===== config.mk =====
export PLATFORM = sky130hd
export DESIGN_NAME = segment7_reader
export DESIGN_NICKNAME = d
export VERILOG_FILES = /design/src/rtl/seg7_pkg.sv /design/src/rtl/seg7_pattern_decode.sv /design/src/rtl/segment7_reader.sv
export SDC_FILE = /design/constraint.sdc
export NUM_CORES = 1
export LEC_CHECK = 0
export BUFFER_PORTS_ARGS = -buffer_cell sky130_fd_sc_hd__buf_2
export CAP_MARGIN = 20
export CORE_MARGIN = 2
export CORE_UTILIZATION = 52
export DETAILED_ROUTE_END_ITERATION = 8
export PLACE_DENSITY = 0.83
export SLEW_MARGIN = 20
export SYNTH_ARGS = -nofsm -noshare
export SYNTH_HDL_FRONTEND = slang
export SYNTH_SLANG_ARGS = --single-unit

===== constraint.sdc =====
create_clock -name clk -period 3.3 [get_ports clk]
set_clock_uncertainty 0.15 [all_clocks]
set_input_delay 0.66 -clock clk [delete_from_list [all_inputs] [get_ports clk]]
set_output_delay 0.66 -clock clk [all_outputs]
set_load 0.05 [all_outputs]

===== src/rtl/seg7_pkg.sv =====
// seg7_pkg: constants and types shared by the 7-segment driver and reader.
// Patterns are written a..g left to right (index 0 = a, 6 = g), active low,
// so a 0 bit means the segment is lit.
package seg7_pkg;

  typedef logic [0:6] seg_t;

  localparam seg_t SEG_0     = 7'b0000001;
  localparam seg_t SEG_1     = 7'b1001111;
  localparam seg_t SEG_2     = 7'b0010010;
  localparam seg_t SEG_3     = 7'b0000110;
  localparam seg_t SEG_4     = 7'b1001100;
  localparam seg_t SEG_5     = 7'b0100100;
  localparam seg_t SEG_6     = 7'b0100000;
  localparam seg_t SEG_7     = 7'b0001111;
  localparam seg_t SEG_8     = 7'b0000000;
  localparam seg_t SEG_9     = 7'b0000100;
  localparam seg_t SEG_BLANK = 7'b1111111;

  localparam logic [3:0] BCD_INVALID = 4'hF;

  typedef enum logic {
    S_WAIT,
    S_HOLD
  } state_t;

endpackage


===== src/rtl/seg7_pattern_decode.sv =====
// seg7_pattern_decode: combinational inverse of the driver's BCD table.
//   i_seg   [0:6] segment pattern a..g, active low
//   o_bcd   [3:0] decoded digit (0 for blank, BCD_INVALID for unknown)
//   o_blank       pattern is all segments off
//   o_err         pattern is not a digit and not blank
module seg7_pattern_decode
  import seg7_pkg::*;
(
  input  logic [0:6] i_seg,
  output logic [3:0] o_bcd,
  output logic       o_blank,
  output logic       o_err
);

  always_comb begin
    o_bcd   = 4'd0;
    o_blank = 1'b0;
    o_err   = 1'b0;
    case (i_seg)
      SEG_0:     o_bcd = 4'd0;
      SEG_1:     o_bcd = 4'd1;
      SEG_2:     o_bcd = 4'd2;
      SEG_3:     o_bcd = 4'd3;
      SEG_4:     o_bcd = 4'd4;
      SEG_5:     o_bcd = 4'd5;
      SEG_6:     o_bcd = 4'd6;
      SEG_7:     o_bcd = 4'd7;
      SEG_8:     o_bcd = 4'd8;
      SEG_9:     o_bcd = 4'd9;
      SEG_BLANK: o_blank = 1'b1;
      default: begin
        o_bcd = BCD_INVALID;
        o_err = 1'b1;
      end
    endcase
  end

endmodule


===== src/rtl/segment7_reader.sv =====
// segment7_reader: recovers BCD digits from a multiplexed active-low
// 7-segment bus and publishes a coherent word once every digit was seen.
//   clk, rst     clock, async active-high reset
//   seg_in[0:6]  segment lines a..g, active low, asynchronous
//   an_in        anode enables, active low, asynchronous
//   bcd_out      digit i in [4i+3:4i]
//   blank_out    digit i was blank in the last frame
//   err_out      digit i was an unknown pattern in the last frame
//   frame_valid  1-cycle pulse when the three outputs above update
//   sync_err     1-cycle pulse on a stable anode value with >1 bit low
module segment7_reader
  import seg7_pkg::*;
#(
  parameter int NUM_DIGITS    = 4,
  parameter int STABLE_CYCLES = 4
) (
  input  logic                    clk,
  input  logic                    rst,
  input  logic [0:6]              seg_in,
  input  logic [NUM_DIGITS-1:0]   an_in,
  output logic [4*NUM_DIGITS-1:0] bcd_out,
  output logic [NUM_DIGITS-1:0]   blank_out,
  output logic [NUM_DIGITS-1:0]   err_out,
  output logic                    frame_valid,
  output logic                    sync_err
);

  localparam int CW = (STABLE_CYCLES > 2) ? $clog2(STABLE_CYCLES) : 1;
  localparam int SW = NUM_DIGITS + 7;
  localparam logic [CW-1:0] CNT_MAX = CW'(STABLE_CYCLES - 1);

  logic [0:6]            r_seg_s1, r_seg_s2;
  logic [NUM_DIGITS-1:0] r_an_s1, r_an_s2;
  logic [SW-1:0]         r_prev;
  logic [CW-1:0]         r_cnt;
  state_t                r_state;

  logic [NUM_DIGITS-1:0][3:0] r_sh_bcd, r_bcd;
  logic [NUM_DIGITS-1:0]      r_sh_blank, r_sh_err, r_blank, r_err, r_seen;
  logic                       r_frame_valid, r_sync_err;

  logic [SW-1:0]         w_cur;
  logic                  w_same, w_eval, w_one, w_multi, w_cap;
  logic [CW-1:0]         w_cnt_nxt;
  logic [NUM_DIGITS-1:0] w_an_act;
  logic [3:0]            w_dec_bcd;
  logic                  w_dec_blank, w_dec_err;

  seg7_pattern_decode u_dec (
    .i_seg   (r_seg_s2),
    .o_bcd   (w_dec_bcd),
    .o_blank (w_dec_blank),
    .o_err   (w_dec_err)
  );

  assign w_cur     = {r_an_s2, r_seg_s2};
  assign w_same    = (w_cur == r_prev);
  assign w_cnt_nxt = !w_same ? '0 : (r_cnt == CNT_MAX) ? CNT_MAX : r_cnt + 1'b1;
  // Evaluate on the cycle whose sample completes the STABLE_CYCLES-long run,
  // so the capture lands STABLE_CYCLES+2 cycles after the pins change.
  assign w_eval    = (r_state == S_WAIT) && w_same && (w_cnt_nxt == CNT_MAX);
  assign w_an_act  = ~r_an_s2;
  assign w_one     = $onehot(w_an_act);
  assign w_multi   = (w_an_act != '0) && !w_one;
  assign w_cap     = w_eval && w_one;

  always_ff @(posedge clk or posedge rst) begin
    if (rst) begin
      r_seg_s1      <= '1;
      r_seg_s2      <= '1;
      r_an_s1       <= '1;
      r_an_s2       <= '1;
      r_prev        <= '1;
      r_cnt         <= '0;
      r_state       <= S_WAIT;
      r_sh_bcd      <= '0;
      r_sh_blank    <= '0;
      r_sh_err      <= '0;
      r_seen        <= '0;
      r_bcd         <= '0;
      r_blank       <= '1;
      r_err         <= '0;
      r_frame_valid <= 1'b0;
      r_sync_err    <= 1'b0;
    end else begin
      r_seg_s1   <= seg_in;
      r_seg_s2   <= r_seg_s1;
      r_an_s1    <= an_in;
      r_an_s2    <= r_an_s1;
      r_prev     <= w_cur;
      r_cnt      <= w_cnt_nxt;
      r_sync_err <= w_eval && w_multi;

      if (!w_same)
        r_state <= S_WAIT;
      else if (w_eval && (w_one || w_multi))
        r_state <= S_HOLD;

      for (int i = 0; i < NUM_DIGITS; i++) begin
        if (w_cap && w_an_act[i]) begin
          r_sh_bcd[i]   <= w_dec_bcd;
          r_sh_blank[i] <= w_dec_blank;
          r_sh_err[i]   <= w_dec_err;
        end
      end

      // seen goes all ones on the completing capture; the next cycle
      // publishes. No capture can coincide since the FSM sits in S_HOLD.
      r_frame_valid <= &r_seen;
      if (&r_seen) begin
        r_bcd   <= r_sh_bcd;
        r_blank <= r_sh_blank;
        r_err   <= r_sh_err;
        r_seen  <= '0;
      end else begin
        r_seen <= r_seen | (w_cap ? w_an_act : '0);
      end
    end
  end

  assign bcd_out     = r_bcd;
  assign blank_out   = r_blank;
  assign err_out     = r_err;
  assign frame_valid = r_frame_valid;
  assign sync_err    = r_sync_err;

endmodule


==> impl_metrics.ini <==
[status]
outcome = complete, but fails checks
violations = DRC

[power_and_ir_drop]
total_power_mw = 2.043
p_per_area_mw_per_mm2 = 508.6
p_leak_nw = 2.025
irDropWorstVdd_uv = 360.3

[floorplan]
start_util_pct = 54.22
core_area_sq_mm = 0.006422
num_rows = 29
dieArea_sq_mm = 0.007367
die_h_um = 85.83
pin_count = 39
die_x_um = 85.83

[clock_network]
cts_resized = 0
clk_latency_ns = 0.35
cts_made_buffers = 9
clk_transition_reported_paths_ns = 0.08
cts.path.max_buffers = 2
h-tree-depth = 3
post_cts_buffers = 0
cts_num_sinks = 90
cts_root_buf = clkbuf_8
cts_hold_buf = 0
cts_tree = yes

[sta]
worst_pin_slew_ns = 0.6133
slew_violations = 0
finalHoldViolations = 0
finalSetupViolCount = 0
fmax_mhz = 312.5
holdWs_ns = 0.2065
slew_headroom_pct = 59.06
period_needed_ns = 3.200
rsz0062_at_grt = no
tns_ns = 0
min_period_over_period_pct = 96.96

[yosys]
synth_seq_area_share_pct = 66.01
ys_types = 38
avgSynthCellArea_sq_um = 12.80
syn_inst = 272
ys_ff_latch = 90
synth_fp_nets = 289
synth_area_sq_mm = 0.003482
synth_flop_cell = dfrtp_1
ys_warn_count = 0
synth_edf_count = 0
async_flop_share_pct = 100.0

[global_routing]
grt_pass1_wl_um = 10130
grt_pass1_vias = 2190
grt_max_degree = 54
gr-usage-all-layers_pct = 18.03
grt_antenna_before_repair = 0
grt-ovfl-total = 0

[layout]
layout-drive-gt1-share_pct = 41.98
antenna_cells = 0
area_growth_pct = 15.34
fin_util_pct = 62.54
stdcell_area_sq_mm = 0.004016
nets = 336

[place]
io_buffer_count = 38
placed_area_sq_mm = 0.003799
hpwlAfterDp_um = 4024
globalplace.congestion = 0.9321

[flow_run]
maxCapViolations = 0

[worst_setup_path]
end_kind = flip-flop
critPathMaxFanout = 6
worstPathRequired_ns = 3.38
cpMostUsedCell = ha_1
crit_buf_inv = 2
max_stage_delay_ns = 0.61
worstPathArrival_ns = 3.28
crit_type = reg2reg
path_cells = fa_1 > inv_1 > ha_1 > ha_1 > or3b_2 > nor4_4 > buf_4 > mux2_2
cp_top_family = simple AND/OR/NAND/NOR gates
cp-start-kind = flip-flop
crit_slowest_cell = dfstp_2

[drt]
first_pass_iters = 6
wire_per_inst_um = 14.44
ant_nets = 0
drtIter0Drc = 128
wirelength_um = 5792
detail_route.vias_per_cell = 5.145
vias = 2063
drc = 3

[worst_hold_path]
min_path_type = reg2reg
## cell usage after synthesis, types with 3 or more instances
cell type	number	area share [%]
xor2_1	12	3.0
and3_1	3	0.54
nor4_4	4	2.4
nor3_1	4	0.57
clkbuf_1	7	0.75
dfrtp_1	53	38
mux2_2	24	7.8
dfstp_2	37	28
inv_1	5	0.54
nand2_1	77	8.3
ha_1	3	1.1
o21a_1	4	0.86
nor2_1	6	0.65
a21oi_1	4	0.57
## per-stage QoR
stage                     setup slack, ns  instances
after CTS                         0.07644        401
after global placement             0.1921        385
after global routing              0.01176        401
after detailed placement          0.09331        385
final                              0.1005        401
after floorplan                    0.1063        272
## per-layer routing
| layer | track usage [%] | vias up | wire length, um |
|---|---|---|---|
| li1 | - | 987 | - |
| met1 | 22.54 | 1013 | 2453 |
| met2 | 29.76 | 49 | 2991 |
| met3 | 3.946 | 14 | 206 |
| met4 | 9.091 | 0 | 142 |
| met5 | 0 | - | 0 |
## worst paths after layout
| check | start | to | slack (ns) | cells after the start |
|---|---|---|---|---|
| worst max-delay path | r_an_s2[1] | r_sh_bcd[3] | 0.10 | 8 |
| worst min-delay path | r_seg_s1[6] | r_seg_s2[6] | 0.21 | 0 |
| worst max register to register | r_an_s2[1] | r_sh_bcd[3] | 0.10 | 8 |
| worst min register to register | r_seg_s1[6] | r_seg_s2[6] | 0.21 | 0 |
| max in group asynchronous | rst | blank_out[3] | 2.07 | 3 |
| min in group asynchronous | rst | err_out[1] | 0.23 | 2 |
## cells by family after synthesis
kind of cell,after synthesis,share of synthesized area (%)
and+or+nand+nor,108,16.03
adders and majority gates,4,1.653
DFF,90,66.01
buffers and inverters,17,2.120
muxes,24,7.761
xor gates and xnor gates,13,3.270
AOI/OAI and AO/OA,16,3.162
## layout by cell type (no fill, tap or decap), types with 3 or more instances in the layout
cell type and instances:
and3_1 3, dfrtp_1 53, clkbuf_8 9, ha_1 3, o21a_1 4, dfstp_2 37
buf_2 38, a21oi_1 4, nor4_4 4, nor2_1 6, inv_1 4, xor2_1 12
buf_4 8, nor3_1 4, clkinv_2 3, mux2_2 24, nand2_1 77
## state kept, by name, indices dropped and copies added (netlist names), 2 cells and up
name / flops
r_sh_err: 4
r_seg_s2: 7
bcd_out: 16
r_an_s2: 4
r_prev: 11
blank_out: 4
r_sh_blank: 4
r_seen: 4
r_sh_bcd: 16
r_an_s1: 4
err_out: 4
r_cnt: 2
r_seg_s1: 7
## area by class of cell
cell class,count,area [sq um]
tap,77,96.34
clock inverter,7,93.84
sequential,90,2298
inverter,6,23.77
fill,507,2406
clock buffer,9,123.9
multi-input combinational,165,1110
timing repair buffer,47,270.3
## power breakdown
part           internal (mW)  switching [mW]
clock network          0.425           0.373
logic                 0.0305          0.0549
registers               1.14          0.0196
Power figures use the tool's default switching activity.
